--- config.mk ---
export PLATFORM = sky130hd
export DESIGN_NAME = stage_memory_flat
export DESIGN_NICKNAME = d
export VERILOG_FILES = /design/src/rtl/stage_memory_pkg.sv /design/src/rtl/stage_memory_if.sv /design/src/rtl/stage_memory_fsm.sv /design/src/rtl/stage_memory.sv /design/src/flat_wrapper.sv
export SDC_FILE = /design/constraint.sdc
export NUM_CORES = 1
export LEC_CHECK = 0
export BUFFER_PORTS_ARGS = -buffer_cell sky130_fd_sc_hd__clkbuf_2
export CORE_MARGIN = 2
export CORE_UTILIZATION = 40
export CTS_BUF_LIST = sky130_fd_sc_hd__clkbuf_16
export DETAILED_ROUTE_END_ITERATION = 7
export PLACE_DENSITY = 0.78
export SYNTH_ARGS = -nofsm -noshare
export SYNTH_HDL_FRONTEND = slang
export SYNTH_SLANG_ARGS = --single-unit
--- constraint.sdc ---
create_clock -name clock -period 3.3 [get_ports clock]
set_input_delay 0.33 -clock clock [delete_from_list [all_inputs] [get_ports clock]]
set_output_delay 0.33 -clock clock [all_outputs]
set_load 0.1 [all_outputs]
--- src/rtl/stage_memory_pkg.sv ---
// stage_memory_pkg: opcode constants, handshake state encoding and opcode class helpers
package stage_memory_pkg;

    localparam logic [4:0] OP_RTYPE = 5'b00000;
    localparam logic [4:0] OP_ADDI  = 5'b00101;
    localparam logic [4:0] OP_SW    = 5'b00111;
    localparam logic [4:0] OP_LW    = 5'b01000;

    typedef enum logic {
        IDLE = 1'b0,
        BUSY = 1'b1
    } state_t;

    function automatic logic is_alu_op(input logic [4:0] op);
        return op == OP_RTYPE || op == OP_ADDI;
    endfunction

    function automatic logic is_mem_op(input logic [4:0] op);
        return op == OP_LW || op == OP_SW;
    endfunction

endpackage

--- src/rtl/stage_memory_if.sv ---
// stage_memory_if: data-memory request/response bus between the memory stage and the memory
interface stage_memory_if #(
    parameter int ADDR_WIDTH = 12
);

    logic                  req;
    logic                  we;
    logic [ADDR_WIDTH-1:0] addr;
    logic [31:0]           wdata;
    logic                  ready;
    logic [31:0]           rdata;

    modport master (
        output req, we, addr, wdata,
        input  ready, rdata
    );

    modport slave (
        input  req, we, addr, wdata,
        output ready, rdata
    );

endinterface

--- src/rtl/stage_memory_fsm.sv ---
// dmem_handshake_fsm: IDLE/BUSY data-memory handshake; MEM_TIMEOUT_EN adds a wait counter with abort
module dmem_handshake_fsm
    import stage_memory_pkg::*;
#(
    parameter int TIMEOUT_CYCLES = 15
) (
    input  logic clock,
    input  logic reset,
    input  logic start,
    input  logic dmem_ready,
    output logic busy,
    output logic done,
    output logic abort,
    output logic mem_error
);

    state_t state, state_nx;

`ifdef MEM_TIMEOUT_EN
    localparam int CW = $clog2(TIMEOUT_CYCLES + 1);

    logic [CW-1:0] wait_cnt;

    // count unanswered BUSY cycles; the abort decision is registered as the mem_error pulse
    always_ff @(posedge clock or posedge reset) begin
        if (reset) begin
            wait_cnt  <= '0;
            mem_error <= 1'b0;
        end else begin
            wait_cnt  <= (busy && !dmem_ready && !abort) ? wait_cnt + 1'b1 : '0;
            mem_error <= abort;
        end
    end

    assign abort = busy && !dmem_ready && wait_cnt == CW'(TIMEOUT_CYCLES - 1);
`else
    logic unused_timeout;

    assign unused_timeout = ^TIMEOUT_CYCLES;
    assign abort          = 1'b0;
    assign mem_error      = 1'b0;
`endif

    // state register
    always_ff @(posedge clock or posedge reset) begin
        if (reset) state <= IDLE;
        else       state <= state_nx;
    end

    // outputs and next state: leave BUSY on the first ready cycle or on abort
    always_comb begin
        busy     = state == BUSY;
        done     = busy && dmem_ready;
        state_nx = state;
        if (state == IDLE && start)
            state_nx = BUSY;
        else if (state == BUSY && (done || abort))
            state_nx = IDLE;
    end

endmodule

--- src/rtl/stage_memory.sv ---
// stage_memory: pipeline memory stage with dmem handshake and writeback register; MEM_TIMEOUT_EN enables BUSY timeout
module stage_memory
    import stage_memory_pkg::*;
#(
    parameter int ADDR_WIDTH     = 12,
    parameter int TIMEOUT_CYCLES = 15
) (
    input  logic                 clock,
    input  logic                 reset,
    input  logic                 in_valid,
    input  logic [4:0]           opcode,
    input  logic [31:0]          ALU_result,
    input  logic [31:0]          store_data,
    input  logic [4:0]           rd,
    output logic                 stall,
    stage_memory_if.master       dmem,
    output logic                 wb_valid,
    output logic                 wb_we,
    output logic [4:0]           wb_rd,
    output logic [31:0]          wb_data,
    output logic                 mem_error
);

    logic                  accept;
    logic                  start;
    logic                  busy;
    logic                  done;
    logic                  abort;
    logic [ADDR_WIDTH-1:0] addr_q;
    logic [31:0]           wdata_q;
    logic [4:0]            rd_q;
    logic                  lw_q;

    assign accept = in_valid && !busy;
    assign start  = accept && is_mem_op(opcode);

    dmem_handshake_fsm #(
        .TIMEOUT_CYCLES(TIMEOUT_CYCLES)
    ) u_fsm (
        .clock     (clock),
        .reset     (reset),
        .start     (start),
        .dmem_ready(dmem.ready),
        .busy      (busy),
        .done      (done),
        .abort     (abort),
        .mem_error (mem_error)
    );

    // capture the memory operation on its accept edge so the bus stays stable while BUSY
    always_ff @(posedge clock or posedge reset) begin
        if (reset) begin
            addr_q  <= '0;
            wdata_q <= '0;
            rd_q    <= '0;
            lw_q    <= 1'b0;
        end else if (start) begin
            addr_q  <= ALU_result[ADDR_WIDTH-1:0];
            wdata_q <= store_data;
            rd_q    <= rd;
            lw_q    <= opcode == OP_LW;
        end
    end

    assign stall      = busy;
    assign dmem.req   = busy;
    assign dmem.we    = busy && !lw_q;
    assign dmem.addr  = addr_q;
    assign dmem.wdata = wdata_q;

    // writeback register: memory completions and aborts retire here, otherwise accepted non-memory ops
    always_ff @(posedge clock or posedge reset) begin
        if (reset) begin
            wb_valid <= 1'b0;
            wb_we    <= 1'b0;
            wb_rd    <= '0;
            wb_data  <= '0;
        end else if (done || abort) begin
            wb_valid <= 1'b1;
            wb_we    <= done && lw_q && rd_q != 5'd0;
            wb_rd    <= rd_q;
            if (done && lw_q)
                wb_data <= dmem.rdata;
        end else if (accept && !is_mem_op(opcode)) begin
            wb_valid <= 1'b1;
            wb_we    <= is_alu_op(opcode) && rd != 5'd0;
            wb_rd    <= rd;
            wb_data  <= ALU_result;
        end else begin
            wb_valid <= 1'b0;
            wb_we    <= 1'b0;
        end
    end

endmodule

--- src/flat_wrapper.sv ---
// flat-port wrapper written by rule: the top's interface ports become plain ports
module stage_memory_flat import stage_memory_pkg::*;
#(
    parameter int ADDR_WIDTH     = 12,
    parameter int TIMEOUT_CYCLES = 15
)
  (clock, reset, in_valid, opcode, ALU_result, store_data, rd, stall, wb_valid, wb_we, wb_rd, wb_data, mem_error, dmem_req, dmem_we, dmem_addr, dmem_wdata, dmem_ready, dmem_rdata);
  stage_memory_if #(.ADDR_WIDTH(ADDR_WIDTH)) dmem_i ();
  input  logic clock;
  input  logic reset;
  input  logic in_valid;
  input  logic [4:0] opcode;
  input  logic [31:0] ALU_result;
  input  logic [31:0] store_data;
  input  logic [4:0] rd;
  output logic stall;
  output logic wb_valid;
  output logic wb_we;
  output logic [4:0] wb_rd;
  output logic [31:0] wb_data;
  output logic mem_error;
  output wire logic [$bits(dmem_i.req)-1:0] dmem_req;
  output wire logic [$bits(dmem_i.we)-1:0] dmem_we;
  output wire logic [$bits(dmem_i.addr)-1:0] dmem_addr;
  output wire logic [$bits(dmem_i.wdata)-1:0] dmem_wdata;
  input wire logic [$bits(dmem_i.ready)-1:0] dmem_ready;
  input wire logic [$bits(dmem_i.rdata)-1:0] dmem_rdata;
  assign dmem_req = dmem_i.req;
  assign dmem_we = dmem_i.we;
  assign dmem_addr = dmem_i.addr;
  assign dmem_wdata = dmem_i.wdata;
  assign dmem_i.ready = dmem_ready;
  assign dmem_i.rdata = dmem_rdata;
  stage_memory #(.ADDR_WIDTH(ADDR_WIDTH), .TIMEOUT_CYCLES(TIMEOUT_CYCLES)) u_core (.clock(clock), .reset(reset), .in_valid(in_valid), .opcode(opcode), .ALU_result(ALU_result), .store_data(store_data), .rd(rd), .stall(stall), .dmem(dmem_i), .wb_valid(wb_valid), .wb_we(wb_we), .wb_rd(wb_rd), .wb_data(wb_data), .mem_error(mem_error));
endmodule
==> summary.md <==
| Metric | Value |
|---|---|
| Max-Cap Viols | `0` |
| Average footprint of a synthesized cell | `12.2 um^2` |
| Routed wire length | `9720 um` |
| Number of routed nets with antenna violations | `0` |
| Setup crit start kind | `register` |
| Vias after detailed routing | `3175` |
| Met1 usage in global routing | `0.223` |
| TritonCTS clock tree | `yes` |
| Crit path buf inv count | `1` |
| Synthesized instance count | `332` |
| First-pass GRT wire length | `16100 um` |
| Final Worst Setup Slack | `1.12 ns` |
| Area inside the core boundary | `0.00982 mm^2` |
| Arrival time reported for the critical path endpoint | `2.39 ns` |
| Vias/cell | `4.78` |
| Via count of the first global-routing pass | `3332` |
| Net count reported at finish | `636` |
| Drt drc | `0` |
| Final global-route overflow total | `0` |
| Gate family responsible for the most delay along the worst path | `buffers and inverters` |
| Critical-path top delay cell | `sky130_fd_sc_hd__buf_4` |
| Switching Share | `0.517` |
| Number of violations reported at the end of detailed-routing iteration 0 | `159` |
| Initial antenna violation count | `0` |
| Proportion of synthesized area in mux cells | `0.252` |
| Fraction of power consumed by the clock network | `0.205` |
| Share of total power in sequential cells | `0.305` |
| Slew at the pin closest to its max-slew limit | `0.617 ns` |
| Area growth syn-to-layout | `33.3%` |
| Total net switching power | `0.00251 W` |
| Max H-tree Level | `3` |
| Register area | `0.00225 mm^2` |
| Largest incremental delay on the critical path | `0.51 ns` |
| X dimension of the die | `105 um` |
| GPL Wtd Cong | `0.797` |
| Count of different cell masters after synthesis | `29` |
| Adder and majority gate portion of the synthesized area | `0` |
| Compound-gate portion of the synthesized area | `0.0394` |
| Count of final hold-check violations | `0` |
| Cts bufs inserted | `9` |
| Setup CP Type | `register to register` |
| Cell Rows | `36` |
| Worst skew pair latency | `0.33 ns` |
| Syn Std Cell Area | `0.00407 mm^2` |
| Worst path required time | `3.51 ns` |
| Die Outline Area | `0.0110 mm^2` |
| Worst max-slew margin expressed relative to the limit | `0.589` |
| Fillers | `874` |
| Cells along the critical path | `nand2b_1 -> o21ai_4 -> buf_4 -> mux2_2` |
| Startpoint of the lowest-slack hold path | `dmem_ready` |
| Dominant synthesized flop cell | `sky130_fd_sc_hd__dfrtp_1` |
| Fmax | `0.458 GHz` |
| Final setup violation count | `0` |
| Clk Tree Root Cell | `sky130_fd_sc_hd__clkbuf_16` |
| Buffers added on ports | `195` |
| Number of antenna repair diodes | `0` |
| Average wire per standard cell | `14.6 um` |
| YS warnings | `0` |
| Fraction of registers with async set/reset | `1.00` |
| Sequential share of the synthesized area | `0.554` |
| Grt peak-use layer | `met2` |
| CP startpoint | `u_core.u_fsm.busy` |
| Crit-path max FO | `29` |
| Peak supply drop | `653 uV` |
| Setup repair bufs after CTS | `0` |
| Final critical-path required period | `2.18 ns` |
| Sinks on the clock net | `90` |
| Cell internal pwr | `0.00235 W` |
| Chip Height | `105 um` |
| Total Neg Setup Slack | `0 ns` |
| Met3 routing resource usage after global routing | `0.0493` |
| Routing usage on met2 | `0.310` |
| Flip-flop and latch count after synthesis | `90` |
| Comb power frac | `0.490` |
| Combinational family with the most area after synthesis | `multiplexers` |
| Dpl ws | `0.890 ns` |
| Worst Setup End Kind | `register` |
| Run status | `completed` |
| Total routing usage reported by global routing | `0.184` |
| Max-slew violation total from the final report | `0` |
| Worst-case clock skew | `0.00616 ns` |
| Initial cell density of the core | `0.414` |
| Multi-input combinational cell area | `0.00167 mm^2` |
| Drt first pass iters | `4` |
| Final Cycle Share | `0.662` |
| Synth Net Count | `442` |
| Maximum number of pins on one net before global-route repair | `49` |
| Total leakage power | `2.90 nW` |
| Synth Area in Simple Gates | `0.117` |
| Start of the worst register-to-register path | `u_core.u_fsm.busy` |
| Clock-pin slew reported for the worst setup and hold paths after clock tree synthesis | `0.06 ns` |
| DP HPWL | `7060 um` |
| Share of the synthesized netlist area taken by xor and xnor gates | `0` |
| Post-synth EDFFs | `0` |
| Power per Cell Area | `896 mW/mm^2` |
| Worst min-delay path class | `primary input to register` |
| Fraction of layout instances using a drive strength above 1 | `0.535` |
| RSZ-0062 raised after global routing | `no` |
| Clock Path Buffers | `2` |
| I/O pin count | `197` |
## metrics by stage
| step | hold WS, ns | power (W) | std cells | area [um^2] | util |
|---|---|---|---|---|---|
| 4_1_cts | 0.188 | 0.00490 | 664 | 5420 | 0.552 |
| 3_3_place_gp | 0.226 | 0.00385 | 647 | 5110 | 0.521 |
| 3_5_place_dp | 0.229 | 0.00389 | 647 | 5110 | 0.521 |
| 2_1_floorplan | 0.426 | 0.00348 | 332 | 4070 | - |
| 5_1_grt | 0.203 | 0.00504 | 664 | 5420 | 0.552 |
| 6_report | 0.205 | 0.00485 | 664 | 5420 | 0.552 |
## cell usage after synthesis, types with 3 or more instances
cell type,instances,area share
sky130_fd_sc_hd__o21ai_0,10,0.012
sky130_fd_sc_hd__a31oi_1,3,0.0046
sky130_fd_sc_hd__buf_4,4,0.0074
sky130_fd_sc_hd__a21oi_1,3,0.0037
sky130_fd_sc_hd__nor2_1,7,0.0065
sky130_fd_sc_hd__nand2_1,99,0.091
sky130_fd_sc_hd__mux2_4,30,0.11
sky130_fd_sc_hd__mux2_1,20,0.055
sky130_fd_sc_hd__buf_6,7,0.019
sky130_fd_sc_hd__dfrtp_1,90,0.55
sky130_fd_sc_hd__mux2_2,31,0.086
sky130_fd_sc_hd__clkbuf_1,7,0.0065
## power by group through the flow
stage | Combinational, W | Sequential (W) | Clock [W]
2_1_floorplan | 0.000346 | 0.00313 | 0
3_3_place_gp | 0.00237 | 0.00149 | 0
3_5_place_dp | 0.00239 | 0.00150 | 0
4_1_cts | 0.00239 | 0.00148 | 0.00103
5_1_grt | 0.00245 | 0.00151 | 0.00107
6_report | 0.00238 | 0.00148 | 0.000995
## registers in the layout, indices dropped and copies added, names as in the netlist
| register | count |
|---|---|
| u_core.dmem.wdata | 32 |
| u_core.dmem.addr | 12 |
| u_core.u_fsm.busy | 1 |
| u_core.lw_q | 1 |
| u_core.wb_valid | 1 |
| u_core.wb_rd | 5 |
| u_core.rd_q | 5 |
| u_core.wb_data | 32 |
| u_core.wb_we | 1 |
## metal layers
layer / vias up / wire length, um
li1: 1507 / -
met1: 1513 / 4100
met2: 142 / 4760
met3: 13 / 720
met4: 0 / 145
met5: - / 0
## layout by cell type (no fill, tap or decap), drive strengths merged
cell | synthesis | layout
inv | 2 | 1
nor2b | 1 | 1
clkbuf | 8 | 204
a32o | 1 | 1
o21ai | 11 | 11
nor2 | 8 | 8
o32ai | 1 | 1
mux2 | 81 | 81
or4b | 1 | 1
a31oi | 3 | 3
bufinv | 0 | 1
buf | 11 | 6
a32oi | 2 | 2
dfrtp | 90 | 90
conb | 1 | 1
nor3 | 1 | 1
and2 | 2 | 2
a21oi | 4 | 4
or4 | 2 | 2
clkinvlp | 0 | 1
nand4b | 1 | 1
nand2b | 1 | 1
clkinv | 0 | 6
nand2 | 99 | 99
dlygate4sd3 | 0 | 1
a21o | 1 | 1
## cells by family after synthesis
logic type	count (synthesis)
other cells	1
mux	81
compound gates	23
simple gates	116
flops	90
buf+inv	21
## final timing paths
kind	slack (ns)	cells past startpoint	endpoint
max in group asynchronous	2.10	4	u_core.wb_data[26]
worst max register to register	1.12	4	u_core.wb_data[31]
worst max-delay path	1.12	4	u_core.wb_data[31]
min in group asynchronous	0.45	3	u_core.dmem.wdata[25]
worst min-delay path	0.21	2	u_core.u_fsm.busy
worst min register to register	0.48	1	u_core.dmem.addr[6]
## area by class of cell
cell class | instances | share of cell area
Clock inverter | 7 | 0.0129
Multi-Input combinational cell | 221 | 0.307
Timing Repair Buffer | 202 | 0.190
Sequential cell | 90 | 0.416
Clock buffer | 9 | 0.0416
Inverter | 2 | 0.00162
Tap cell | 133 | 0.0307
## timing repair
action,in CTS,in global routing
resized for setup,0,0
hold endpoints to repair,11,0
hold buffers,1,0
No activity file was read; power rests on OpenSTA's default activity.
